$ cat config.mk
export PLATFORM = sky130hd
export DESIGN_NAME = beat_deserializer_flat
export DESIGN_NICKNAME = d
export VERILOG_FILES = /design/src/rtl/beat_deserializer_if.sv /design/src/rtl/beat_deserializer.sv /design/src/flat_wrapper.sv
export SDC_FILE = /design/constraint.sdc
export NUM_CORES = 1
export LEC_CHECK = 0
export ABC_AREA = 1
export BUFFER_PORTS_ARGS = -buffer_cell sky130_fd_sc_hd__clkbuf_2
export CORE_MARGIN = 2
export CORE_UTILIZATION = 50
export DETAILED_ROUTE_END_ITERATION = 16
export PLACE_DENSITY_LB_ADDON = 0.3
export SETUP_SLACK_MARGIN = 0.5
export SLEW_MARGIN = 20
export SYNTH_ARGS = -nofsm -noshare
export SYNTH_HDL_FRONTEND = slang
export SYNTH_SLANG_ARGS = --single-unit
export TNS_END_PERCENT = 30
$ cat constraint.sdc
create_clock -name i_clk -period 1.4 [get_ports i_clk]
set_input_delay 0.28 -clock i_clk [delete_from_list [all_inputs] [get_ports i_clk]]
set_output_delay 0.28 -clock i_clk [all_outputs]
set_load 0.02 [all_outputs]
$ cat src/rtl/beat_deserializer_if.sv
// Handshake bundle for the beat deserializer: beat input channel, record output channel, status.
interface beat_deserializer_if #(
  parameter int unsigned BEAT_WIDTH = 8,
  parameter int unsigned BEATS      = 4
);

  localparam int unsigned REC_W = BEAT_WIDTH * BEATS;
  localparam int unsigned CNT_W = $clog2(BEATS);

  // Beat input channel
  logic                  i_valid;
  logic                  o_ready;
  logic [BEAT_WIDTH-1:0] i_data;
  logic                  i_last;

  // Record output channel
  logic                  o_valid;
  logic                  i_ready;
  logic [REC_W-1:0]      o_data;

  // Status
  logic                  o_error;
  logic [CNT_W-1:0]      o_count;

  // Deserializer side
  modport slave (
    input  i_valid,
    input  i_data,
    input  i_last,
    input  i_ready,
    output o_ready,
    output o_valid,
    output o_data,
    output o_error,
    output o_count
  );

  // Link receiver / record consumer side
  modport master (
    output i_valid,
    output i_data,
    output i_last,
    output i_ready,
    input  o_ready,
    input  o_valid,
    input  o_data,
    input  o_error,
    input  o_count
  );

endinterface

$ cat src/rtl/beat_deserializer.sv
// Reassembles BEATS beats of BEAT_WIDTH bits into one record, flags short/long frames
// and resynchronises on the next i_last after a long frame.
module beat_deserializer #(
  parameter int unsigned BEAT_WIDTH = 8,
  parameter int unsigned BEATS      = 4,
  parameter bit          MSB_FIRST  = 1'b0
) (
  input  logic               i_clk,
  input  logic               i_rst,
  beat_deserializer_if.slave bus
);

  localparam int unsigned     REC_W    = BEAT_WIDTH * BEATS;
  localparam int unsigned     CNT_W    = $clog2(BEATS);
  localparam logic [CNT_W-1:0] LAST_IDX = CNT_W'(BEATS - 1);

  typedef enum logic {
    S_COLLECT = 1'b0,
    S_DRAIN   = 1'b1
  } state_e;

  state_e             state_q, state_d;
  logic [CNT_W-1:0]   count_q, count_d;
  logic [REC_W-1:0]   asm_q, asm_d;
  logic [REC_W-1:0]   out_data_q, out_data_d;
  logic               out_valid_q, out_valid_d;
  logic               error_q, error_d;

  logic               ready_c;
  logic               accept_c;
  logic               pop_c;
  logic               at_last_c;

  // Place one beat into its slot of the assembly register, honouring beat order.
  function automatic logic [REC_W-1:0] write_slot(
    input logic [REC_W-1:0]      rec,
    input logic [CNT_W-1:0]      idx,
    input logic [BEAT_WIDTH-1:0] beat
  );
    logic [REC_W-1:0] r;
    r = rec;
    for (int unsigned k = 0; k < BEATS; k++) begin
      if (idx == CNT_W'(k)) begin
        if (MSB_FIRST) begin
          r[(BEATS - 1 - k) * BEAT_WIDTH +: BEAT_WIDTH] = beat;
        end else begin
          r[k * BEAT_WIDTH +: BEAT_WIDTH] = beat;
        end
      end
    end
    return r;
  endfunction

  // State register
  always_ff @(posedge i_clk) begin
    if (i_rst) begin
      state_q <= S_COLLECT;
    end else begin
      state_q <= state_d;
    end
  end

  // Next-state: a long frame drains until its i_last, then collection resumes
  always_comb begin
    state_d = state_q;
    case (state_q)
      S_COLLECT: begin
        if (accept_c && at_last_c && !bus.i_last) begin
          state_d = S_DRAIN;
        end
      end
      S_DRAIN: begin
        if (accept_c && bus.i_last) begin
          state_d = S_COLLECT;
        end
      end
      default: state_d = S_COLLECT;
    endcase
  end

  // Handshake outputs: only the record-completing beat can stall, and only behind a held record
  always_comb begin
    at_last_c = (count_q == LAST_IDX);
    ready_c   = 1'b1;
    if ((state_q == S_COLLECT) && at_last_c && out_valid_q && !bus.i_ready) begin
      ready_c = 1'b0;
    end
    accept_c  = bus.i_valid && ready_c;
    pop_c     = out_valid_q && bus.i_ready;
  end

  // Datapath next values: beat storage, record hand-off and framing-error detection
  always_comb begin
    count_d     = count_q;
    asm_d       = asm_q;
    out_data_d  = out_data_q;
    out_valid_d = out_valid_q;
    error_d     = 1'b0;

    if (pop_c) begin
      out_valid_d = 1'b0;
    end

    if ((state_q == S_COLLECT) && accept_c) begin
      if (!at_last_c) begin
        if (bus.i_last) begin
          // Short frame: partial record abandoned
          count_d = '0;
          error_d = 1'b1;
        end else begin
          asm_d   = write_slot(asm_q, count_q, bus.i_data);
          count_d = count_q + CNT_W'(1);
        end
      end else begin
        // Record complete; a missing i_last marks a long frame
        asm_d       = write_slot(asm_q, count_q, bus.i_data);
        out_data_d  = asm_d;
        out_valid_d = 1'b1;
        count_d     = '0;
        error_d     = !bus.i_last;
      end
    end
  end

  // Datapath registers
  always_ff @(posedge i_clk) begin
    if (i_rst) begin
      count_q     <= '0;
      asm_q       <= '0;
      out_data_q  <= '0;
      out_valid_q <= 1'b0;
      error_q     <= 1'b0;
    end else begin
      count_q     <= count_d;
      asm_q       <= asm_d;
      out_data_q  <= out_data_d;
      out_valid_q <= out_valid_d;
      error_q     <= error_d;
    end
  end

  assign bus.o_ready = ready_c;
  assign bus.o_valid = out_valid_q;
  assign bus.o_data  = out_data_q;
  assign bus.o_error = error_q;
  assign bus.o_count = count_q;

endmodule

$ cat src/flat_wrapper.sv
// flat-port wrapper written by rule: the top's interface ports become plain ports
module beat_deserializer_flat 
#(
  parameter int unsigned BEAT_WIDTH = 8,
  parameter int unsigned BEATS      = 4,
  parameter bit          MSB_FIRST  = 1'b0
)
  (i_clk, i_rst, bus_i_valid, bus_i_data, bus_i_last, bus_i_ready, bus_o_ready, bus_o_valid, bus_o_data, bus_o_error, bus_o_count);
  beat_deserializer_if #(.BEAT_WIDTH(BEAT_WIDTH), .BEATS(BEATS)) bus_i ();
  input  logic i_clk;
  input  logic i_rst;
  input wire logic [$bits(bus_i.i_valid)-1:0] bus_i_valid;
  input wire logic [$bits(bus_i.i_data)-1:0] bus_i_data;
  input wire logic [$bits(bus_i.i_last)-1:0] bus_i_last;
  input wire logic [$bits(bus_i.i_ready)-1:0] bus_i_ready;
  output wire logic [$bits(bus_i.o_ready)-1:0] bus_o_ready;
  output wire logic [$bits(bus_i.o_valid)-1:0] bus_o_valid;
  output wire logic [$bits(bus_i.o_data)-1:0] bus_o_data;
  output wire logic [$bits(bus_i.o_error)-1:0] bus_o_error;
  output wire logic [$bits(bus_i.o_count)-1:0] bus_o_count;
  assign bus_i.i_valid = bus_i_valid;
  assign bus_i.i_data = bus_i_data;
  assign bus_i.i_last = bus_i_last;
  assign bus_i.i_ready = bus_i_ready;
  assign bus_o_ready = bus_i.o_ready;
  assign bus_o_valid = bus_i.o_valid;
  assign bus_o_data = bus_i.o_data;
  assign bus_o_error = bus_i.o_error;
  assign bus_o_count = bus_i.o_count;
  beat_deserializer #(.BEAT_WIDTH(BEAT_WIDTH), .BEATS(BEATS), .MSB_FIRST(MSB_FIRST)) u_core (.i_clk(i_clk), .i_rst(i_rst), .bus(bus_i));
endmodule
# --- Yosys cells after proc, flatten, opt, wreduce, memory -nomap -nowiden ---
# Index checks and enable logic that the tools add are counted.
totals:
  regBits: 61
  out_inout_bits: 37
  input_bits: 13
  word_cells: 44
op_classes:
  addsub: 1
  reduce_logical: 15
  mux: 16
  eq_ne: 4
  bitwise_logic: 2
ops:
  columns: ["cell", "n"]
  rows:
  - ["24-bit 2-to-1 mux", 2]
  - ["8-bit 2-to-1 mux", 3]
  - ["1-bit logical AND", 9]
  - ["1-bit 2-to-1 mux", 8]
  - ["2-bit == test, second input constant", 2]
  - ["2-bit 2-to-1 mux", 2]
  - ["2-bit AND reduction", 2]
  - ["2-bit by 1-bit adder with 2-bit output, second input constant", 1]
  - ["2-bit by 1-bit == test with 1-bit output, second input constant", 1]
  - ["1-bit zero test", 2]
  - ["2-bit zero test", 1]
  - ["2-bit by 1-bit inequality test with 1-bit output, second input constant", 1]
  - ["1-bit inverter", 2]
  - ["1-bit one-hot mux with 2 select lines", 1]
  - ["2-bit OR reduction", 1]

# --- Depth between registers and ports, before layout ---
# Gate-level depths: netlist of run 1.
depth:
  word_depth: 10
  ltp_mapped: 9

# --- Least setup slack after synthesis of run 1 ---
# OpenSTA, ideal clock, no wires.
synth_path:
  path_kind: "register to register"
  start: "register u_core.count_q[0] (netlist: u_core.bus.o_count[0])"
  end: "register u_core.asm_q[0]"
  arrival_ns: 1.630
  t_required_ns: 1.290
  path_stages_with_launch: 9
  setup_time_ns: 0.110
  path_slack_ns: -0.340
  cell_sequence: "dfxtp_1 -> ha_1 -> inv_1 -> ha_1 -> inv_2 -> buf_1 -> nand4_1 -> nand2_1 -> nor2_1"
synth_via:
  elab_chain_cells: 8
  elab_cells_between_ends: 13
synth_rtl:
  columns: ["item", "line", "rtl"]
  rows:
  - ["from (decl)", "beat_deserializer.sv:23", "logic [CNT_W-1:0] count_q, count_d;"]
  - ["from (signal assigned)", "beat_deserializer.sv:134", "count_q <= count_d;"]
  - ["2-bit == test", "beat_deserializer.sv:83", "at_last_c = (count_q == LAST_IDX);"]
  - ["1-bit logical AND (3 in a row)", "beat_deserializer.sv:85", "if ((state_q == S_COLLECT) && at_last_c && out_valid_q && !bus.i_ready) begin"]
  - ["1-bit 2-to-1 mux", "beat_deserializer.sv:85", null]
  - ["1-bit logical AND", "beat_deserializer.sv:88", "accept_c = bus.i_valid && ready_c;"]
  - ["1-bit logical AND", "beat_deserializer.sv:104", "if ((state_q == S_COLLECT) && accept_c) begin"]
  - ["2-bit AND reduction (no line)", null, null]
  - ["to (signal assigned)", "beat_deserializer.sv:135", "asm_q <= asm_d;"]
  - ["to (decl)", "beat_deserializer.sv:24", "logic [REC_W-1:0] asm_q, asm_d;"]
# Parallel ways exist; a longest one is shown, timed or not. The select of a mux whose other input is x is not followed.
# A chain may end at the register's enable or synchronous reset.

# --- Worst setup path in the final report of run 1 ---
layout_path:
  start: "register u_core.count_q[1] (netlist: u_core.bus.o_count[1])"
  end: "output bus_o_ready"
layout_via:
  elab_chain_cells: 5
layout_rtl:
  columns: ["item", "line", "rtl"]
  rows:
  - ["2-bit == test", "beat_deserializer.sv:83", null]
  - ["1-bit logical AND (3 in a row)", "beat_deserializer.sv:85", null]
  - ["1-bit 2-to-1 mux", "beat_deserializer.sv:85", null]
  - ["to (decl)", "flat_wrapper.sv:16", "output wire logic [$bits(bus_i.o_ready)-1:0] bus_o_ready;"]
# Every way passes these cells.

==> results by group, run 1 <==
Floorplan
  • Initial Util: between 50% and 60%
  • FP Rows: 27
  • I/O Pins: 50
  • Die ar.: about 0.0063 mm^2
  • Die Ht: about 80 um
  • Core area: roughly 0.0055 mm^2
  • Die width: just under 80 um

Synth
  • Synthesis Warnings: 0
  • Synth Instances: 417
  • Sequential share of the synthesized area: around 43%
  • Most frequent cell after synthesis: nand2_1
  • Flops & latches, synth: between 60 and 70
  • Asr flop ratio synth: 0%
  • Synth top area cells: dfxtp_1 43%, nand2_1 11%, nor2_1 9.5%
  • Synth cell count leaders: 81 x nand2_1, 72 x nor2_1, 61 x dfxtp_1, 49 x inv_1, 36 x a21oi_1
  • Post-Syn Area per Cell: approximately 6.9 um^2
  • Netlist cell types: 20
  • Yosys top cell area share: 42.8%
  • Net count after synthesis: between 400 and 500
  • EDFF count, synth: 0
  • Dominant cell type by area after synthesis: dfxtp_1
  • Mapped cell area: between 0.002 and 0.003 mm^2
  • Top_reg_cell synth: dfxtp_1

Critical path
  • Reg-to-reg endpoint: u_core.asm_q[15]$_SDFFE_PP0P_
  • Slowest stage cell, crit path: dfxtp_4
  • Critical path buffer and inverter count: 3
  • Delay-heaviest family, CP: flip-flops
  • Setup crit end: bus_o_ready
  • CP dominant cell by count: buf_6
  • Req. time, crit path: around 1.1 ns
  • R2r setup slk: -0.15 ns
  • Cells along the critical path: ha_4 > buf_6 > buf_6 > nand4_4 > buf_8
  • Crit. Startpoint: u_core.bus.o_count[1]$_SDFFE_PP0P_
  • Worst setup EP type: output port
  • CP Max Fanout: 3
  • CP startpoint kind: flop
  • Crit Path Class: flop to output port
  • R2R cell count: 10
  • WP data arrival: roughly 1.3 ns
  • WP depth: 5
  • CP peak stage delay: roughly 0.36 ns
  • RR Startpoint: u_core.bus.o_count[1]$_SDFFE_PP0P_

Placement
  • Routability Congestion: between 0.7 and 0.8
  • Detailed Place HPWL: between 4000 and 5000 um
  • IO buf count: between 40 and 50
  • Placed cell count: 532

Detailed routing
  • Routed WL: ~9600 um
  • Wirelength per Cell: 16.9 um
  • Vias per inst: 5.53
  • Initial drt markers: between 300 and 400
  • Drt first pass iters: 5
  • Final ANT Viol Nets: 0
  • # DRC: 0
  • Via count: around 3100

Run status
  • Outcome: finished with violations
  • Failing checks: negative setup slack

Timing
  • Hold Vio Cnt, Final: 0
  • Final worst-path cycle share: 111%
  • Measured slew at the worst slew-check pin: approximately 0.35 ns
  • Fin crit period: approximately 1.6 ns
  • Final Max Tran Viols: 0
  • Fmax: roughly 0.64 GHz
  • Max_slew headroom: 76.7%
  • Endpoints failing setup: 56
  • Final WS setup: -0.153 ns
  • RSZ-0062 raised after global routing: true
  • Skew final: 0.00629 ns

Clock network
  • H-Tree Depth: 3
  • Root Driver: clkbuf_8
  • Num CTS Buffers: 9
  • CTS tree: done
  • CTS max path bufs: 2
  • Post-CTS Hold Buffers: 0
  • Clk pin slew, worst setup/hold paths: around 0.070 ns
  • CTS sink count: just over 60
  • Worst-skew pair later-pin latency: about 0.35 ns

Global route
  • GRT overflow: 0
  • Pin count of the biggest net entering global routing: 32
  • Met2 Use GR: approximately half
  • Initial antenna violation count: 0
  • First-pass GRT wire length: 13800 um
  • Met1 usage: 32.8%
  • Gr busiest metal: met2
  • GRT Total Usage: 28.5%
  • Vias in the first global route: around 2900
  • M3 GR Usage: 6.00%

Power and ir drop
  • Pint: between 2000 and 3000 uW
  • Power Dens Cells: roughly 910 mW/mm^2
  • Power share of the clock group: 40.0%
  • Switching share of power: between 20% and 30%
  • Pwr Total: approximately 4000 uW
  • Comb pwr share: ~15%
  • LEAKAGE: between 0.0015 and 0.002 uW
  • Maximum VDD drop: roughly 0.00068 V
  • P_sw: ~1100 uW
  • Flop pwr share: 45.0%

Finish
  • Nets: between 500 and 600
  • Non-Filler Instances: 567
  • Register Area: 0.00126 mm^2
  • Area taken by multi-input logic gates: approximately 0.0016 mm^2
  • # diodes: 0
  • Layout area overhead: 56.0%
  • Share of cells above drive strength 1: roughly half
  • Layout fillers: 321

Min path
  • Hold Startpoint: bus_i_data[6]
  • Worst hold path type: primary input to flop

Run
  • # Max-Cap Violations: 0
[per-stage QoR]
stage | util [%] | instance area, um^2 | setup TNS, ns | hold WS [ns] | setup slack [ns]
6_report | 80.9 | 4460 | -4.04 | 0.208 | -0.153
2_1_floorplan | - | 2940 | 0 | 0.437 | 0.0438
4_1_cts | 74.3 | 4090 | -1.81 | 0.196 | -0.162
5_1_grt | 80.9 | 4460 | -7.13 | 0.233 | -0.193
3_5_place_dp | 60.1 | 3310 | -3.14 | 0.438 | -0.203
3_3_place_gp | 60.1 | 3310 | -2.64 | 0.432 | -0.159
[worst min path at each step]
stage / to / slack [ns] / cells after the start
5_1_grt: u_core.bus.o_data[24]$_SDFFE_PP0P_ / 0.23 / 3
3_3_place_gp: u_core.bus.o_data[28]$_SDFFE_PP0P_ / 0.43 / 2
4_1_cts: u_core.bus.o_data[30]$_SDFFE_PP0P_ / 0.20 / 3
6_report: u_core.bus.o_data[30]$_SDFFE_PP0P_ / 0.21 / 3
2_1_floorplan: u_core.state_q$_SDFF_PP0_ / 0.44 / 3
3_5_place_dp: u_core.bus.o_data[28]$_SDFFE_PP0P_ / 0.44 / 2
[layer usage]
metal | wire, um | vias to the layer above
li1 | - | 1444
met1 | 3740 | 1461
met2 | 4700 | 178
met3 | 710 | 50
met4 | 438 | 0
met5 | 0 | -
[what timing repair did]
action / CTS / global route
pin swaps: 10 / 10
cloned: 1 / 3
resized for setup: 132 / 89
setup endpoints to repair: 98 / 98
buffers inserted: 10 / 6
[logic make-up (layout without fill, tap and decap cells)]
family / after synthesis / after routing / share of synthesized area (%)
AO/OA/AOI/OAI: 68 / 68 / 11.9
AND/OR/NAND/NOR: 186 / 187 / 28.2
adder cells (fa/ha/maj): 5 / 5 / 2.19
buffers and inverters: 97 / 174 / 15.0
flip-flops: 61 / 61 / 42.8
[worst register-to-register path, cell delays in order (launching register included)]
cell,delay [ns]
dfxtp_4,0.36
ha_4,0.17
buf_4,0.13
buf_6,0.11
nand2_4,0.07
nor2_4,0.06
nor2_4,0.15
buf_12,0.15
nand4_1,0.11
nand2_1,0.10
nor2_1,0.04
[sequential cells by signal (all words and copies together), names as in the netlist]
| register | cells |
|---|---|
| u_core.bus.o_data | 32 |
| u_core.state_q | 1 |
| u_core.bus.o_error | 1 |
| u_core.bus.o_count | 2 |
| u_core.asm_q | 24 |
| u_core.bus.o_valid | 1 |
[layout make-up]
class	instances	area share (%)
clock buffer	11	3.40
clock inverter	4	1.07
inverter	72	6.23
multi-input combinational	260	35.6
sequential	61	28.3
tap	72	2.02
timing repair buffer	87	23.4
[placed cells by master (no fill, tap or decap), drive strengths merged]
cell type / count
a21oi: 36
buf: 61
bufinv: 1
clkbuf: 37
clkinv: 2
clkinvlp: 1
dfxtp: 61
ha: 5
inv: 72
nand2: 81
nand4: 27
nor2: 75
nor3: 3
nor3b: 1
o21ai: 32
[power by group through the flow]
| stage | Sequential (uW) | Combinational [uW] | Clock [uW] |
|---|---|---|---|
| final | 1830 | 608 | 1620 |
| after global routing | 1830 | 659 | 1710 |
| after CTS | 1820 | 512 | 1630 |
| after detailed placement | 1850 | 449 | 0 |
| after global placement | 1850 | 437 | 0 |
| after floorplan | 1850 | 327 | 0 |
No activity file was read; power rests on OpenSTA's default activity.
==> run 2, diff against run 1 <==
==> constraint.sdc (replaced) <==
create_clock -name i_clk -period 1.4 [get_ports i_clk]
set_input_delay 0.21 -clock i_clk [delete_from_list [all_inputs] [get_ports i_clk]]
set_output_delay 0.21 -clock i_clk [all_outputs]
set_load 0.02 [all_outputs]
==> run 2 against run 1 <==
The run still ends with negative setup slack left; utilization decreased by 3.1 points; largest power group unchanged; maximum frequency decreased by 0.95%; total power decreased by 8.7%; largest cell class unchanged; sequential cell count unchanged; critical path depth unchanged; first-iteration DRC count decreased by 24%.
==> results by group, run 2 (synthesis gave the netlist of run 1 again) <==
Critical path
  • Crit Path Class: flop to output port
  • Critical path buffer and inverter count: 3
  • CP Max Fanout: 4
  • Cells along the critical path: ha_4 > buf_4 > buf_6 > nand4_4 > clkbuf_8
  • Delay-heaviest family, CP: buffers and inverters
  • CP peak stage delay: approximately 0.37 ns
  • CP startpoint kind: flop
  • Req. time, crit path: 1.19 ns
  • Worst setup EP type: output port
  • Slowest stage cell, crit path: dfxtp_4
  • WP data arrival: about 1.4 ns

Timing
  • Max_slew headroom: 62.7%
  • Skew final: between 0.008 and 0.009 ns
  • Hold Vio Cnt, Final: 0
  • Final Max Tran Viols: 0
  • Final hold slack: between 0.15 and 0.2 ns
  • Endpoints failing setup: 57
  • Fmax: 0.638 GHz
  • Final WS setup: -0.168 ns
  • Final worst-path cycle share: 112%
  • Measured slew at the worst slew-check pin: around 0.56 ns
  • RSZ-0062 raised after global routing: true
  • Fin crit period: 1.57 ns

Global route
  • M3 GR Usage: 5.77%
  • Met1 usage: ~34%
  • GRT overflow: 0
  • First-pass GRT wire length: around 13000 um
  • Initial antenna violation count: 0
  • Vias in the first global route: 2636
  • Met2 Use GR: roughly two fifths
  • Gr busiest metal: met2
  • GRT Total Usage: a little over a quarter
  • Pin count of the biggest net entering global routing: 31

Placement
  • Pre-CTS setup slack: about 0.008 ns
  • IO buf count: 49
  • Routability Congestion: around 0.79
  • Detailed Place HPWL: around 4600 um
  • Placed cell count: between 500 and 600

Floorplan
  • FP Rows: 27
  • Die Ht: approximately 80 um
  • Initial Util: between 50 and 60%
  • Die ar.: 0.00633 mm^2
  • Die width: roughly 80 um
  • Core area: between 0.005 and 0.006 mm^2
  • I/O Pins: 50

Power and ir drop
  • Maximum VDD drop: 0.000717 V
  • Pwr Total: 3710 uW
  • LEAKAGE: between 0.0015 and 0.002 uW
  • Power Dens Cells: approximately 870 mW/mm^2

Finish
  • Commonest non-fill, non-tap cells in the layout: 64 x nand2_1, 54 x nor2_1, 48 x inv_1
  • Share of cells above drive strength 1: 41.6%
  • Nets: between 500 and 600
  • # diodes: 0
  • Number of flip-flops in the largest register: 32
  • Layout fillers: ~350
  • Non-Filler Instances: between 500 and 600
  • Most common cell after layout, fill and taps aside: nand2_1
  • Layout area overhead: 49.9%

Clock network
  • CTS tree: done
  • Post-CTS Hold Buffers: 0
  • CTS sink count: 61
  • CTS max path bufs: 2
  • Num CTS Buffers: 9
  • Root Driver: clkbuf_8
  • Clk pin slew, worst setup/hold paths: around 0.070 ns
  • H-Tree Depth: 3
  • Worst-skew pair later-pin latency: 0.36 ns

Run status
  • Failing checks: negative setup slack
  • Outcome: finished with violations

Detailed routing
  • Final ANT Viol Nets: 0
  • # DRC: 0
  • Routed WL: about 9200 um
  • Via count: ~3000
  • Drt first pass iters: 5
  • Vias per inst: between 5 and 6
  • Wirelength per Cell: around 16 um
  • Initial drt markers: 246

Min path
  • Worst hold path type: primary input to flop

Run
  • # Max-Cap Violations: 0
run 2: cell count changes in the layout (fill, tap and decap cells not counted), moves of 5 or more:
cell and change:
o21ai_1 +21, nor2_2 +5, o21ai_2 -18, a21oi_1 -6, a21oi_2 +6, nor2_1 -6, nand2_2 -5, dfxtp_2 -9
dfxtp_1 +8, nand2_1 +6, buf_8 -9
run 2: path summary, 6_finish.rpt:
check	depth (start not counted)	slack, ns	startpoint	endpoint
min	3	0.17	bus_i_data[5]	u_core.bus.o_data[29]$_SDFFE_PP0P_
max	5	-0.17	u_core.bus.o_count[1]$_SDFFE_PP0P_	bus_o_ready
min reg2reg	2	0.46	u_core.bus.o_data[25]$_SDFFE_PP0P_	u_core.bus.o_data[25]$_SDFFE_PP0P_
max reg2reg	9	-0.14	u_core.bus.o_count[1]$_SDFFE_PP0P_	u_core.bus.o_data[8]$_SDFFE_PP0P_
run 2: worst register-to-register path, cell delays in order (launching register included):
cell       delay, ns
dfxtp_4         0.37
ha_4            0.17
buf_4           0.13
nand4_1         0.10
buf_6           0.15
buf_6           0.13
clkbuf_16       0.17
nor2_4          0.04
a21oi_2         0.11
nor2_1          0.05
run 2: per-stage QoR:
step           area (um^2)  TNS [ns]  utilization, %
3_5_place_dp          3300         0            60.0
3_3_place_gp          3300         0            60.0
4_1_cts               3930     -1.19            71.4
5_1_grt               4280     -9.72            77.8
2_1_floorplan         2940         0               -
6_report              4280     -5.29            77.8
run 2: timing repair:
item | CTS | global route
setup buffers | 6 | 6
gates resized for setup | 107 | 66
pin swaps | 7 | 4
setup endpoints to repair | 98 | 98
gates cloned | 1 | 5
run 2: where the power goes:
| part | switching, uW | internal (uW) |
|---|---|---|
| Combinational | 330 | 203 |
| Sequential | 31.7 | 1780 |
| Clock | 728 | 630 |
run 2: cell type report:
| type | instances | area [um^2] | area share, % |
|---|---|---|---|
| clock inverters | 5 | 27.5 | 0.643 |
| well taps | 72 | 90.1 | 2.10 |
| multi-input cells | 259 | 1460 | 34.2 |
| clock buffers | 11 | 131 | 3.07 |
| inverters | 72 | 273 | 6.37 |
| repair buffers | 85 | 1040 | 24.4 |
| flip-flops and latches | 61 | 1250 | 29.2 |
run 2: routing by layer:
metal,share of wire [%],vias up
met3,7.0,20
li1,-,1449
met1,41,1429
met2,50,139
met5,0,-
met4,2.2,0
==> run 3, diff against run 2 <==
==> constraint.sdc (replaced) <==
create_clock -name i_clk -period 1.3 [get_ports i_clk]
set_input_delay 0.195 -clock i_clk [delete_from_list [all_inputs] [get_ports i_clk]]
set_output_delay 0.195 -clock i_clk [all_outputs]
set_load 0.02 [all_outputs]
==> run 3 against run 2 <==
Utilization increased by 1.5 points; critical path depth increased by 5; combinational power grew 17%; sequential cell count unchanged; the flow still finishes with violations (negative setup slack); die area is the same; non-clock buffer count decreased by 2; worst hold slack lost 0.035 ns; critical path type is now flop to flop; global-route usage increased by 0.86 points; register-to-register slack got worse by 0.17 ns.
==> results by group, run 3 (synthesis gave the netlist of run 1 again) <==
Timing
  • Final hold slack: 0.132 ns
  • Final worst-path cycle share: 124%
  • Skew final: ~0.0084 ns
  • Final WS setup: -0.306 ns
  • Measured slew at the worst slew-check pin: around 0.5 ns
  • Fmax: roughly 0.62 GHz
  • RSZ-0062 raised after global routing: true
  • Final Max Tran Viols: 0
  • Fin crit period: between 1.5 and 2 ns
  • Hold Vio Cnt, Final: 0
  • Max_slew headroom: roughly two thirds
  • Endpoints failing setup: 63
  • Setup TNS: -14.72 ns

Global route
  • Initial antenna violation count: 0
  • Pin count of the biggest net entering global routing: 29
  • First-pass GRT wire length: between 10000 and 15000 um
  • Vias in the first global route: about 2900
  • GRT Total Usage: a little over a quarter
  • GRT overflow: 0

Detailed routing
  • Initial drt markers: 346
  • Drt first pass iters: 5
  • Final ANT Viol Nets: 0
  • Wirelength per Cell: around 17 um
  • Routed WL: 9460 um
  • # DRC: 0
  • Vias per inst: roughly 5.5
  • Via count: 3098

Floorplan
  • Core area: 0.00551 mm^2
  • I/O Pins: 50
  • Die Ht: about 80 um
  • Die width: ~80 um
  • FP Rows: 27
  • Initial Util: roughly 52%
  • Die ar.: between 0.006 and 0.007 mm^2

Clock network
  • CTS tree: done
  • CTS sink count: 61
  • Clk pin slew, worst setup/hold paths: about 0.070 ns
  • CTS max path bufs: 2
  • H-Tree Depth: 3
  • Root Driver: clkbuf_8
  • Num CTS Buffers: 9
  • Worst-skew pair later-pin latency: 0.36 ns
  • Post-CTS Hold Buffers: 0

Critical path
  • RR Startpoint: u_core.bus.o_count[1]$_SDFFE_PP0P_
  • Req. time, crit path: around 1.6 ns
  • CP Max Fanout: 9
  • CP startpoint kind: flop
  • Crit Path Class: flop to flop
  • Worst setup EP type: flop
  • WP data arrival: 1.90 ns
  • Crit. Startpoint: u_core.bus.o_count[1]$_SDFFE_PP0P_

Finish
  • Commonest non-fill, non-tap cells in the layout: 59 x nand2_1, 59 x dfxtp_1, 54 x nor2_1
  • # diodes: 0
  • Non-Filler Instances: 563
  • Final Cell Area: 0.00437 mm^2
  • Layout area overhead: 52.8%
  • Layout fillers: between 300 and 400
  • Nets: a little over 500
  • Number of flip-flops in the largest register: 32
  • Share of cells above drive strength 1: a little over two fifths

Power and ir drop
  • P_sw: approximately 1300 uW
  • Flop pwr share: 43.0%
  • Maximum VDD drop: between 0.0007 and 0.0008 V
  • Comb pwr share: a little over an eighth
  • Switching share of power: ~28%
  • Power share of the clock group: 43.3%
  • Pint: about 3300 uW
  • LEAKAGE: 0.00194 uW
  • Power Dens Cells: about 1000 mW/mm^2

Placement
  • Detailed Place HPWL: around 4800 um
  • Placed inst area: between 0.003 and 0.004 mm^2
  • Routability Congestion: around 0.77
  • Placed cell count: roughly 540
  • Pre-CTS setup slack: -0.239 ns
  • IO buf count: slightly below 50

Run status
  • Failing checks: negative setup slack
  • Outcome: finished with violations

Min path
  • Worst hold path type: primary input to flop
  • Hold Startpoint: bus_i_data[3]

Run
  • # Max-Cap Violations: 0
## run 3: changes by cell type in the layout (fill, tap and decap cells not counted), moves of 3 or more
| cell | delta |
|---|---|
| nand2_4 | +6 |
| dfxtp_2 | -16 |
| buf_4 | -3 |
| nand2_1 | -5 |
| clkbuf_8 | +15 |
| a21oi_1 | -8 |
| a21oi_2 | +8 |
| buf_8 | -17 |
| dfxtp_1 | +17 |
## run 3: critical path: stages, from the launching register on
cell,delay (ns)
dfxtp_4,0.35
buf_6,0.11
ha_4,0.16
buf_6,0.11
nand4_4,0.09
buf_6,0.11
nand4_4,0.18
clkbuf_16,0.24
nand2_1,0.07
inv_1,0.04
nor2_1,0.08
## run 3: worst paths after layout
| kind | end | slack (ns) | cells past startpoint |
|---|---|---|---|
| setup / recovery | u_core.asm_q[13]$_SDFFE_PP0P_ | -0.31 | 10 |
| hold reg to reg | u_core.bus.o_data[28]$_SDFFE_PP0P_ | 0.47 | 2 |
| hold / removal | u_core.bus.o_data[27]$_SDFFE_PP0P_ | 0.13 | 3 |
| setup reg to reg | u_core.asm_q[13]$_SDFFE_PP0P_ | -0.31 | 10 |
## run 3: final cells by class
type / instances / area (um^2) / area share [%]
Multi-Input combinational cell: 259 / 1550 / 35.5
Sequential cell: 61 / 1230 / 28.1
Timing Repair Buffer: 83 / 1000 / 22.9
Clock inverter: 6 / 86.3 / 1.98
Clock buffer: 10 / 138 / 3.15
Inverter: 72 / 273 / 6.25
Tap cell: 72 / 90.1 / 2.06
## run 3: per-stage QoR
stage	util [%]	total power, uW
after floorplan	-	2350
after global placement	60.5	2460
after detailed placement	60.5	2480
after CTS	73.3	4410
after global routing	79.3	4660
final	79.3	4550
## run 3: layer usage
metal  part of all wire [%]  track usage, %  up-vias
met5                      0               0        -
met4                    3.0            12.9        0
met3                    8.5            4.86       32
met2                     49            44.0      206
met1                     40            35.0     1424
li1                       -               -     1436
## run 3: power by group through the flow
stage	clock [uW]	combinational, uW	sequential, uW
floorplan	0	352	2000
global placement	0	472	1990
detailed placement	0	483	2000
CTS	1940	516	1950
global route	2030	675	1960
finish	1970	622	1960
## run 3: repair_timing
action	4_1_cts	5_1_grt
cloned	1	5
pin swaps	1	17
endpoints found under the setup margin	98	98
buffers inserted	5	1
resized for setup	99	60
